**src/rtl/seg_display_pkg.sv**
```systemverilog
// Shared types and constants for the seven-segment scan controller and its helpers.
package seg_display_pkg;

  localparam int DIGIT_W = 3;
  localparam logic [6:0] SEG_BLANK = 7'b1111111;

  typedef enum logic [1:0] {
    OFF   = 2'd0,
    BLANK = 2'd1,
    SHOW  = 2'd2
  } scan_state_t;

endpackage

```
**src/rtl/scan_slot_timer.sv**
```systemverilog
// Slot counter and digit index for the scan; emits end-of-blank, end-of-slot and end-of-frame strobes.
module scan_slot_timer #(
  parameter int NUM_DIGITS   = 4,
  parameter int REFRESH_DIV  = 50000,
  parameter int BLANK_CYCLES = 500,
  parameter int IDX_W        = 2
) (
  input  logic             clk,
  input  logic             rst_n,
  input  logic             clear,
  output logic [IDX_W-1:0] idx,
  output logic             blank_end,
  output logic             slot_end,
  output logic             frame_end
);

  localparam int CNT_W = $clog2(REFRESH_DIV);

  logic [CNT_W-1:0] cnt;

  assign blank_end = !clear && (cnt == CNT_W'(BLANK_CYCLES - 1));
  assign slot_end  = !clear && (cnt == CNT_W'(REFRESH_DIV - 1));
  assign frame_end = slot_end && (idx == IDX_W'(NUM_DIGITS - 1));

  // Clearing holds both the counter and the index at zero, so a restart always begins at digit 0.
  always_ff @(posedge clk or negedge rst_n) begin
    if (!rst_n) begin
      cnt <= '0;
      idx <= '0;
    end else if (clear) begin
      cnt <= '0;
      idx <= '0;
    end else if (slot_end) begin
      cnt <= '0;
      idx <= frame_end ? '0 : idx + IDX_W'(1);
    end else begin
      cnt <= cnt + CNT_W'(1);
    end
  end

endmodule

```
**src/rtl/seven_segment_decoder.sv**
```systemverilog
// 3-bit digit code to active-low segment pattern {g,f,e,d,c,b,a}.
module seven_segment_decoder
  import seg_display_pkg::*;
(
  input  logic [DIGIT_W-1:0] code,
  output logic [6:0]         seg_n
);

  always_comb begin
    seg_n = SEG_BLANK;
    case (code)
      3'd0:    seg_n = 7'b1000000;
      3'd1:    seg_n = 7'b1111001;
      3'd2:    seg_n = 7'b0100100;
      3'd3:    seg_n = 7'b0110000;
      3'd4:    seg_n = 7'b0011001;
      3'd5:    seg_n = 7'b0010010;
      3'd6:    seg_n = 7'b0000010;
      3'd7:    seg_n = 7'b1111000;
      default: seg_n = SEG_BLANK;
    endcase
  end

endmodule

```
**src/rtl/seven_segment_scan_ctrl.sv**
```systemverilog
// Multiplexed scan controller: frame buffer with tear-free commit, blank-then-show slots, registered strobes.
module seven_segment_scan_ctrl
  import seg_display_pkg::*;
#(
  parameter int NUM_DIGITS   = 4,
  parameter int REFRESH_DIV  = 50000,
  parameter int BLANK_CYCLES = 500
) (
  input  logic                          clk,
  input  logic                          rst_n,
  input  logic                          enable,
  input  logic [NUM_DIGITS-1:0]         digit_en,
  input  logic                          load_valid,
  input  logic [DIGIT_W*NUM_DIGITS-1:0] load_data,
  output logic                          load_ready,
  output logic [NUM_DIGITS-1:0]         an_n,
  output logic [6:0]                    seg_n,
  output logic                          frame_tick
);

  localparam int IDX_W = (NUM_DIGITS > 1) ? $clog2(NUM_DIGITS) : 1;
  localparam int BUF_W = DIGIT_W * NUM_DIGITS;
  localparam logic [NUM_DIGITS-1:0] AN_LSB = {{(NUM_DIGITS-1){1'b0}}, 1'b1};

  scan_state_t state, state_d;
  logic [IDX_W-1:0]   idx;
  logic               clear, blank_end, slot_end, frame_end;
  logic [BUF_W-1:0]   active, pending;
  logic               pend_full;
  logic [DIGIT_W-1:0] cur_code;
  logic [6:0]         cur_seg;
  logic               lit;

  assign clear = !enable || (state == OFF);

  scan_slot_timer #(
    .NUM_DIGITS  (NUM_DIGITS),
    .REFRESH_DIV (REFRESH_DIV),
    .BLANK_CYCLES(BLANK_CYCLES),
    .IDX_W       (IDX_W)
  ) u_timer (
    .clk      (clk),
    .rst_n    (rst_n),
    .clear    (clear),
    .idx      (idx),
    .blank_end(blank_end),
    .slot_end (slot_end),
    .frame_end(frame_end)
  );

  always_ff @(posedge clk or negedge rst_n) begin
    if (!rst_n) state <= OFF;
    else        state <= state_d;
  end

  always_comb begin
    state_d = state;
    if (!enable) begin
      state_d = OFF;
    end else begin
      case (state)
        OFF:     state_d = BLANK;
        BLANK:   if (blank_end) state_d = SHOW;
        SHOW:    if (slot_end)  state_d = BLANK;
        default: state_d = OFF;
      endcase
    end
  end

  // Valid/ready: a transfer happens on any edge where load_valid && load_ready; load_ready is simply
  // "pending buffer empty". Commit needs a full buffer and capture an empty one, so the two never collide.
  always_ff @(posedge clk or negedge rst_n) begin
    if (!rst_n) begin
      active    <= '0;
      pending   <= '0;
      pend_full <= 1'b0;
    end else if (pend_full && (state == OFF || frame_end)) begin
      active    <= pending;
      pend_full <= 1'b0;
    end else if (!pend_full && load_valid) begin
      pending   <= load_data;
      pend_full <= 1'b1;
    end
  end

  assign load_ready = !pend_full;

  assign cur_code = active[idx*DIGIT_W +: DIGIT_W];

  seven_segment_decoder u_dec (
    .code (cur_code),
    .seg_n(cur_seg)
  );

  // enable gates the strobes directly so the display goes dark one cycle after enable drops.
  assign lit = enable && (state == SHOW) && digit_en[idx];

  always_ff @(posedge clk or negedge rst_n) begin
    if (!rst_n) begin
      an_n       <= '1;
      seg_n      <= SEG_BLANK;
      frame_tick <= 1'b0;
    end else begin
      an_n       <= lit ? ~(AN_LSB << idx) : '1;
      seg_n      <= lit ? cur_seg : SEG_BLANK;
      frame_tick <= frame_end;
    end
  end

endmodule

```
**config.mk**
```make
export PLATFORM = sky130hd
export DESIGN_NAME = seven_segment_scan_ctrl
export DESIGN_NICKNAME = d
export VERILOG_FILES = /design/src/rtl/seg_display_pkg.sv /design/src/rtl/scan_slot_timer.sv /design/src/rtl/seven_segment_decoder.sv /design/src/rtl/seven_segment_scan_ctrl.sv
export SDC_FILE = /design/constraint.sdc
export NUM_CORES = 1
export LEC_CHECK = 0
export CORE_UTILIZATION = 61
export DETAILED_ROUTE_END_ITERATION = 6
export HOLD_SLACK_MARGIN = 0.1
export PLACE_DENSITY = 0.92
export SKIP_LAST_GASP = 1
export SLEW_MARGIN = 10
export SYNTH_ARGS = -nofsm -noshare
export SYNTH_HDL_FRONTEND = slang
export SYNTH_SLANG_ARGS = --single-unit
```
**constraint.sdc**
```tcl
create_clock -name clk -period 4.6 [get_ports clk]
set_clock_uncertainty 0.05 [all_clocks]
set_input_delay 0.69 -clock clk [delete_from_list [all_inputs] [get_ports clk]]
set_output_delay 0.69 -clock clk [all_outputs]
set_load 0.02 [all_outputs]
```
==> results.json, run 1 <==
{
  "fp-row-count": 25,
  "detail_route.iter0.violations": 249,
  "htree_levels": 3,
  "layout_cell_share_with_drive_strength_beyond_1_pct": 16.0,
  "irDropWorstVdd_mv": 0.247,
  "worstHoldPathType": "in -> async",
  "io_pins": 33,
  "most_frequent_cells_in_the_layout": "46 x dfrtp_1, 31 x clkdlybuf4s50_1, 29 x nand2_1",
  "power.share.switching_pct": 26.0,
  "post_cts_buffers": 0,
  "fin_ws_ps": 1540,
  "drc": 0,
  "finalHoldViolCount": 0,
  "tritoncts.num_buffers": 9,
  "worstPathMaxFanout": 27,
  "power.density_nw_per_um2": 361,
  "grt.busiest_layer": "met2",
  "placement.setup.worst_slack_ps": 1750,
  "synth_top_cell_area_share_pct": 38.0,
  "cts-resized-gates": 0,
  "maxClockFrequency_mhz": 326,
  "cts.clk_slew.worst_paths_ps": 60,
  "hold_fix_buffers_cts": 0,
  "drt_first_pass_iters": 4,
  "grt_antenna_before_repair": 0,
  "power.share.combinational_pct": 14.9,
  "wl_microns": 5990,
  "synth.cell_area_sq_um": 3030,
  "post-layout-total-power_mw": 1.28,
  "route.vias.total": 2304,
  "netlist.top_cell.by_area": "dfrtp_1",
  "grt_first_pass_wirelength_microns": 9830,
  "clkPwrFrac_pct": 37.9,
  "setup_viol_count_final": 0,
  "number_of_synthesis_warnings": 0,
  "clock_path_buffers": 2,
  "synthTopCellsByArea": "dfrtp_1 38%, dfstp_2 9.5%, mux2_2 4.5%",
  "grtUsageMet3_pct": 9.86,
  "vertical_extent_of_the_die_microns": 72.5,
  "crit_path_end_kind": "primary output",
  "dpl.cell_count": 369,
  "master_cell_of_the_clock_root_buffer": "clkbuf_8",
  "dpl-instance-area_sq_um": 3330,
  "globalRouteMet1Util_pct": 31.6,
  "whs_ps": 426,
  "syn_inst": 287,
  "chipWidth_microns": 72.5,
  "non_filler_instances": 385,
  "grt_use_met2_pct": 38.7,
  "antenna_left": 0,
  "final.min_clock_period_ps": 3060,
  "synth-seq-cells": 57,
  "drv_slew": 0,
  "clock_latency_on_the_worst_skew_pair_ps": 340,
  "place.detailed.hpwl_microns": 3720,
  "final_cell_area_sq_um": 3530,
  "number_of_antenna_diodes": 0,
  "buffer_ports.inserted": 32,
  "p_leak_nw": 1.44,
  "run_status": "completed",
  "track_usage_pct": 25.1,
  "worst-setup-path-type": "reg -> out",
  "synth_edf_count": 0,
  "count_of_cell_types_in_the_netlist": 45,
  "setup-tns-final_ps": 0,
  "finalCritPeriodShare_pct": 66.6,
  "synth-main-ff-cell": "dfrtp_1",
  "fp.dieArea_sq_um": 5250,
  "area.growth.synth_to_final_pct": 16.7,
  "pwr-share-seq_pct": 47.2,
  "worstMarginPinSlew_ps": 1070,
  "async_reset_ff_share_pct": 100,
  "floorplan_core_area_sq_um": 4750,
  "p_int_mw": 0.944,
  "rsz0062_at_grt": "no",
  "clock_sinks": 57,
  "power.switching_mw": 0.332,
  "final_core_util_pct": 74.3,
  "initial_utilization_pct": 63.7,
  "gr-total-overflow": 0,
  "wire_per_inst_microns": 15.6,
  "post_drt_via_cell_ratio": 5.98,
  "mapped_nets": 317,
  "cap_violations": 0,
  "first_global_vias": 2155,
  "arrival_ps": 2320,
  "required_time_reported_for_the_critical_path_endpoint_ps": 3860,
  "ys_seq_area_share_pct": 47.6,
  "layout_commonest_cell": "dfrtp_1",
  "setup.worst_path.start_class": "register",
  "clock_tree_from_tritoncts": "built",
  "routabilityCongestion": 0.814,
  "slew_limit_headroom_pct": 28.6,
  "maximum_number_of_pins_on_one_net_before_global_route_repair": 58,
  "layout.nets": 343,
  "syn_avg_cell_area_sq_um": 10.6
}
==> final timing paths <==
kind	startpoint	depth (start not counted)	slack, ps	end
min	rst_n	2	430	u_timer.cnt[13]
min reg2reg	u_timer.cnt[0]	1	430	u_timer.cnt[0]
min in group clk	u_timer.cnt[0]	1	430	u_timer.cnt[0]
max reg2reg	u_timer.idx[0]	5	2100	active[5]
max in group asynchronous	rst_n	2	3600	pending[7]
max	pend_full	2	1540	load_ready
==> critical path: stages (launching register included) <==
cell and delay, ps:
dfrtp_1 870, inv_1 450, clkdlybuf4s50_1 660
==> cell families (layout without fill, tap and decap cells) <==
family / count (synthesis) / in the layout / share of synthesized area, %
xor+xnor: 11 / 11 / 3.18
compound gates: 50 / 50 / 12.7
buf+inv: 28 / 59 / 4.83
mux: 18 / 18 / 8.10
simple gates: 113 / 113 / 19.5
fa+ha+maj: 10 / 10 / 4.13
flops: 57 / 57 / 47.6
==> power groups by stage <==
stage               Combinational [mW]  Sequential [mW]  Clock, mW
global placement                 0.178            0.606          0
floorplan                        0.153            0.584          0
global route                     0.210            0.610      0.510
detailed placement               0.188            0.609          0
finish                           0.190            0.602      0.483
CTS                              0.191            0.601      0.489
==> layer usage <==
layer / routed length [microns] / vias up
met5: 0 / -
met4: 141 / 0
met3: 334 / 21
met2: 2890 / 84
met1: 2620 / 1115
li1: - / 1084
==> state kept, by name (all words and copies together) (netlist names) <==
register     cells
u_timer.cnt     16
active          12
pending         12
seg_n            7
an_n             4
state            2
u_timer.idx      2
frame_tick       1
pend_full        1
==> Yosys cell counts (3+ instances only) <==
| cell | instances |
|---|---|
| ha_1 | 10 |
| inv_1 | 10 |
| clkbuf_1 | 5 |
| xor2_1 | 5 |
| nand4_1 | 5 |
| nand2_1 | 29 |
| o21ai_0 | 4 |
| a21oi_1 | 8 |
| nand2b_1 | 3 |
| xnor2_1 | 6 |
| or3_1 | 4 |
| mux4_2 | 4 |
| buf_2 | 7 |
| a21o_1 | 8 |
| dfrtp_1 | 46 |
| mux2_2 | 12 |
| nor2_1 | 28 |
| nand3_1 | 26 |
| o2bb2ai_1 | 12 |
| o211ai_1 | 6 |
| dfstp_2 | 11 |
| a311o_1 | 8 |
==> area by class of cell <==
type,instances,area (sq um)
multi-input combinational,202,1440
sequential,57,1440
fill,314,1220
timing repair buffer,33,323
clock buffer,14,173
tap,67,83.8
inverter,10,37.5
clock inverter,2,35.0
(Power assumes the default switching activity.)
==> run 2: changes to the inputs <==
Settings changed: CORE_UTILIZATION 61 to 51, PLACE_DENSITY 0.92 to 0.83.
Clock period 4.6 ns to 2.7 ns, I/O delays scaled along.
==> results.json, run 2 (same netlist as run 1, synthesis figures left out) <==
{
  "clock_tree_from_tritoncts": "built",
  "grt_antenna_before_repair": 0,
  "slew_limit_headroom_pct": 42.1,
  "first_global_vias": 2254,
  "track_usage_pct": 22.5,
  "setup-tns-final_ps": 0,
  "critical_path.slowest_cell": "clkdlybuf4s50_1",
  "critical-path-top-delay-family": "buffers and inverters",
  "layout_commonest_cell": "dfrtp_1",
  "tritoncts.num_buffers": 9,
  "gr-total-overflow": 0,
  "worstMarginPinSlew_ps": 866,
  "most_frequent_cells_in_the_layout": "46 x dfrtp_1, 31 x clkdlybuf4s50_1, 29 x nand2_1",
  "floorplan_core_area_sq_um": 5610,
  "power.share.combinational_pct": 15.0,
  "timing.reg2reg.setup_slack_ps": 590,
  "regMostFlops": "u_timer.cnt",
  "p_leak_nw": 1.49,
  "htree_levels": 3,
  "setup.worst_path.start_class": "register",
  "run_status": "completed",
  "start_of_the_worst_register_to_register_path": "u_timer.idx[0]",
  "antenna_left": 0,
  "wl_microns": 5980,
  "setup_viol_count_final": 0,
  "route.vias.total": 2270,
  "final.min_clock_period_ps": 2250,
  "clock_latency_on_the_worst_skew_pair_ps": 350,
  "worst-setup-path-type": "reg -> out",
  "irDropWorstVdd_mv": 0.391,
  "critical_path_depth": 2,
  "final.fill_count": 454,
  "cap_violations": 0,
  "io_pins": 33,
  "drt_first_pass_iters": 7,
  "drv_slew": 0,
  "clkPwrFrac_pct": 41.8,
  "post_cts_buffers": 0,
  "final_cell_area_sq_um": 3620,
  "maxClockFrequency_mhz": 445,
  "hold_fix_buffers_cts": 1,
  "maximum_number_of_pins_on_one_net_before_global_route_repair": 29,
  "finalCritPeriodShare_pct": 83.2,
  "buffer_ports.inserted": 32,
  "fp-row-count": 27,
  "power.density_nw_per_um2": 642,
  "place.detailed.hpwl_microns": 3930,
  "drc": 0,
  "layout.nets": 349,
  "clock_sinks": 57,
  "critical-path-max-stage-delay_ps": 700,
  "vertical_extent_of_the_die_microns": 79.1,
  "non_filler_instances": 396,
  "finalHoldViolCount": 0,
  "clock_path_buffers": 2,
  "worstPathMaxFanout": 13,
  "wire_per_inst_microns": 15.1,
  "chipWidth_microns": 79.1,
  "required_time_reported_for_the_critical_path_endpoint_ps": 2250,
  "pwr-share-seq_pct": 43.2,
  "arrival_ps": 1790,
  "rsz0062_at_grt": "no",
  "area.growth.synth_to_final_pct": 19.6,
  "reg2reg_depth": 5,
  "cts-resized-gates": 0,
  "fp.dieArea_sq_um": 6250,
  "reg.largest.list": "u_timer.cnt (16), active (12), pending (12)",
  "dpl-instance-area_sq_um": 3370,
  "grt_first_pass_wirelength_microns": 10600,
  "p_int_mw": 1.75,
  "number_of_antenna_diodes": 0,
  "critical_path_buf_inv_count": 2,
  "largest_register_ff_count": 16,
  "cts.clk_slew.worst_paths_ps": 60,
  "worstPathCellList": "inv_1 > clkdlybuf4s50_1",
  "detail_route.iter0.violations": 197,
  "power.switching_mw": 0.580,
  "initial_utilization_pct": 54.0,
  "routabilityCongestion": 0.754,
  "master_cell_of_the_clock_root_buffer": "clkbuf_8",
  "worstHoldPathType": "in -> async",
  "post_drt_via_cell_ratio": 5.73,
  "dpl.cell_count": 379,
  "r2r_end": "active[5]",
  "power.share.switching_pct": 24.9,
  "crit_path_end_kind": "primary output",
  "layout_cell_share_with_drive_strength_beyond_1_pct": 17.9
}
[run 2: cell types whose count changed in the layout (fill, tap and decap cells not counted), sizes merged]
cell         change
buf              +5
dlygate4sd3      +1
clkbuf           -4
clkinv           +2
bufinv           +2
[run 2: worst max-delay path by stage]
stage	from	endpoint	slack [ps]
finish	pend_full	load_ready	450
global route	pend_full	load_ready	400
CTS	pend_full	load_ready	450
detailed placement	enable	active[5]	440
global placement	enable	active[5]	490
floorplan	u_timer.idx[0]	seg_n[3]	940
[run 2: metal layers]
| metal | routed length (microns) | vias up | global-route usage (%) |
|---|---|---|---|
| li1 | - | 1087 | - |
| met1 | 2720 | 1115 | 28.3 |
| met2 | 2880 | 58 | 35.5 |
| met3 | 283 | 10 | 6.78 |
| met4 | 95 | 0 | 10.5 |
| met5 | 0 | - | 0 |
[run 2: worst reg2reg max path, stage by stage (launching register included)]
cell and delay, ps:
dfrtp_1 530, ha_1 310, and2_1 160, nor2_1 660, a21o_1 220, a311o_1 110
[run 2: power by group through the flow]
stage | logic (mW) | registers (mW) | clock network (mW)
2_1_floorplan | 0.260 | 0.995 | 0
3_3_place_gp | 0.334 | 1.01 | 0
3_5_place_dp | 0.347 | 1.02 | 0
4_1_cts | 0.352 | 1.00 | 0.990
6_report | 0.349 | 1.00 | 0.974
5_1_grt | 0.391 | 1.02 | 1.03
[run 2: final cells by class]
cell class                 instances  area (sq um)  share of cell area, %
tap                               72          90.1                   2.49
inverter                          10          37.5                   1.04
clock inverter                     6           105                   2.90
clock buffer                      10           138                   3.80
sequential                        57          1440                   39.8
timing repair buffer              39           370                   10.2
multi-input combinational        202          1440                   39.8
[run 2: through the flow]
stage / util [%] / total power [mW] / worst slack [ps] / hold WS [ps]
floorplan: - / 1.26 / 938 / 59.4
global placement: 60.1 / 1.35 / 488 / 217
detailed placement: 60.1 / 1.37 / 437 / 217
CTS: 64.6 / 2.34 / 446 / 378
global route: 64.6 / 2.44 / 399 / 399
finish: 64.6 / 2.33 / 452 / 382
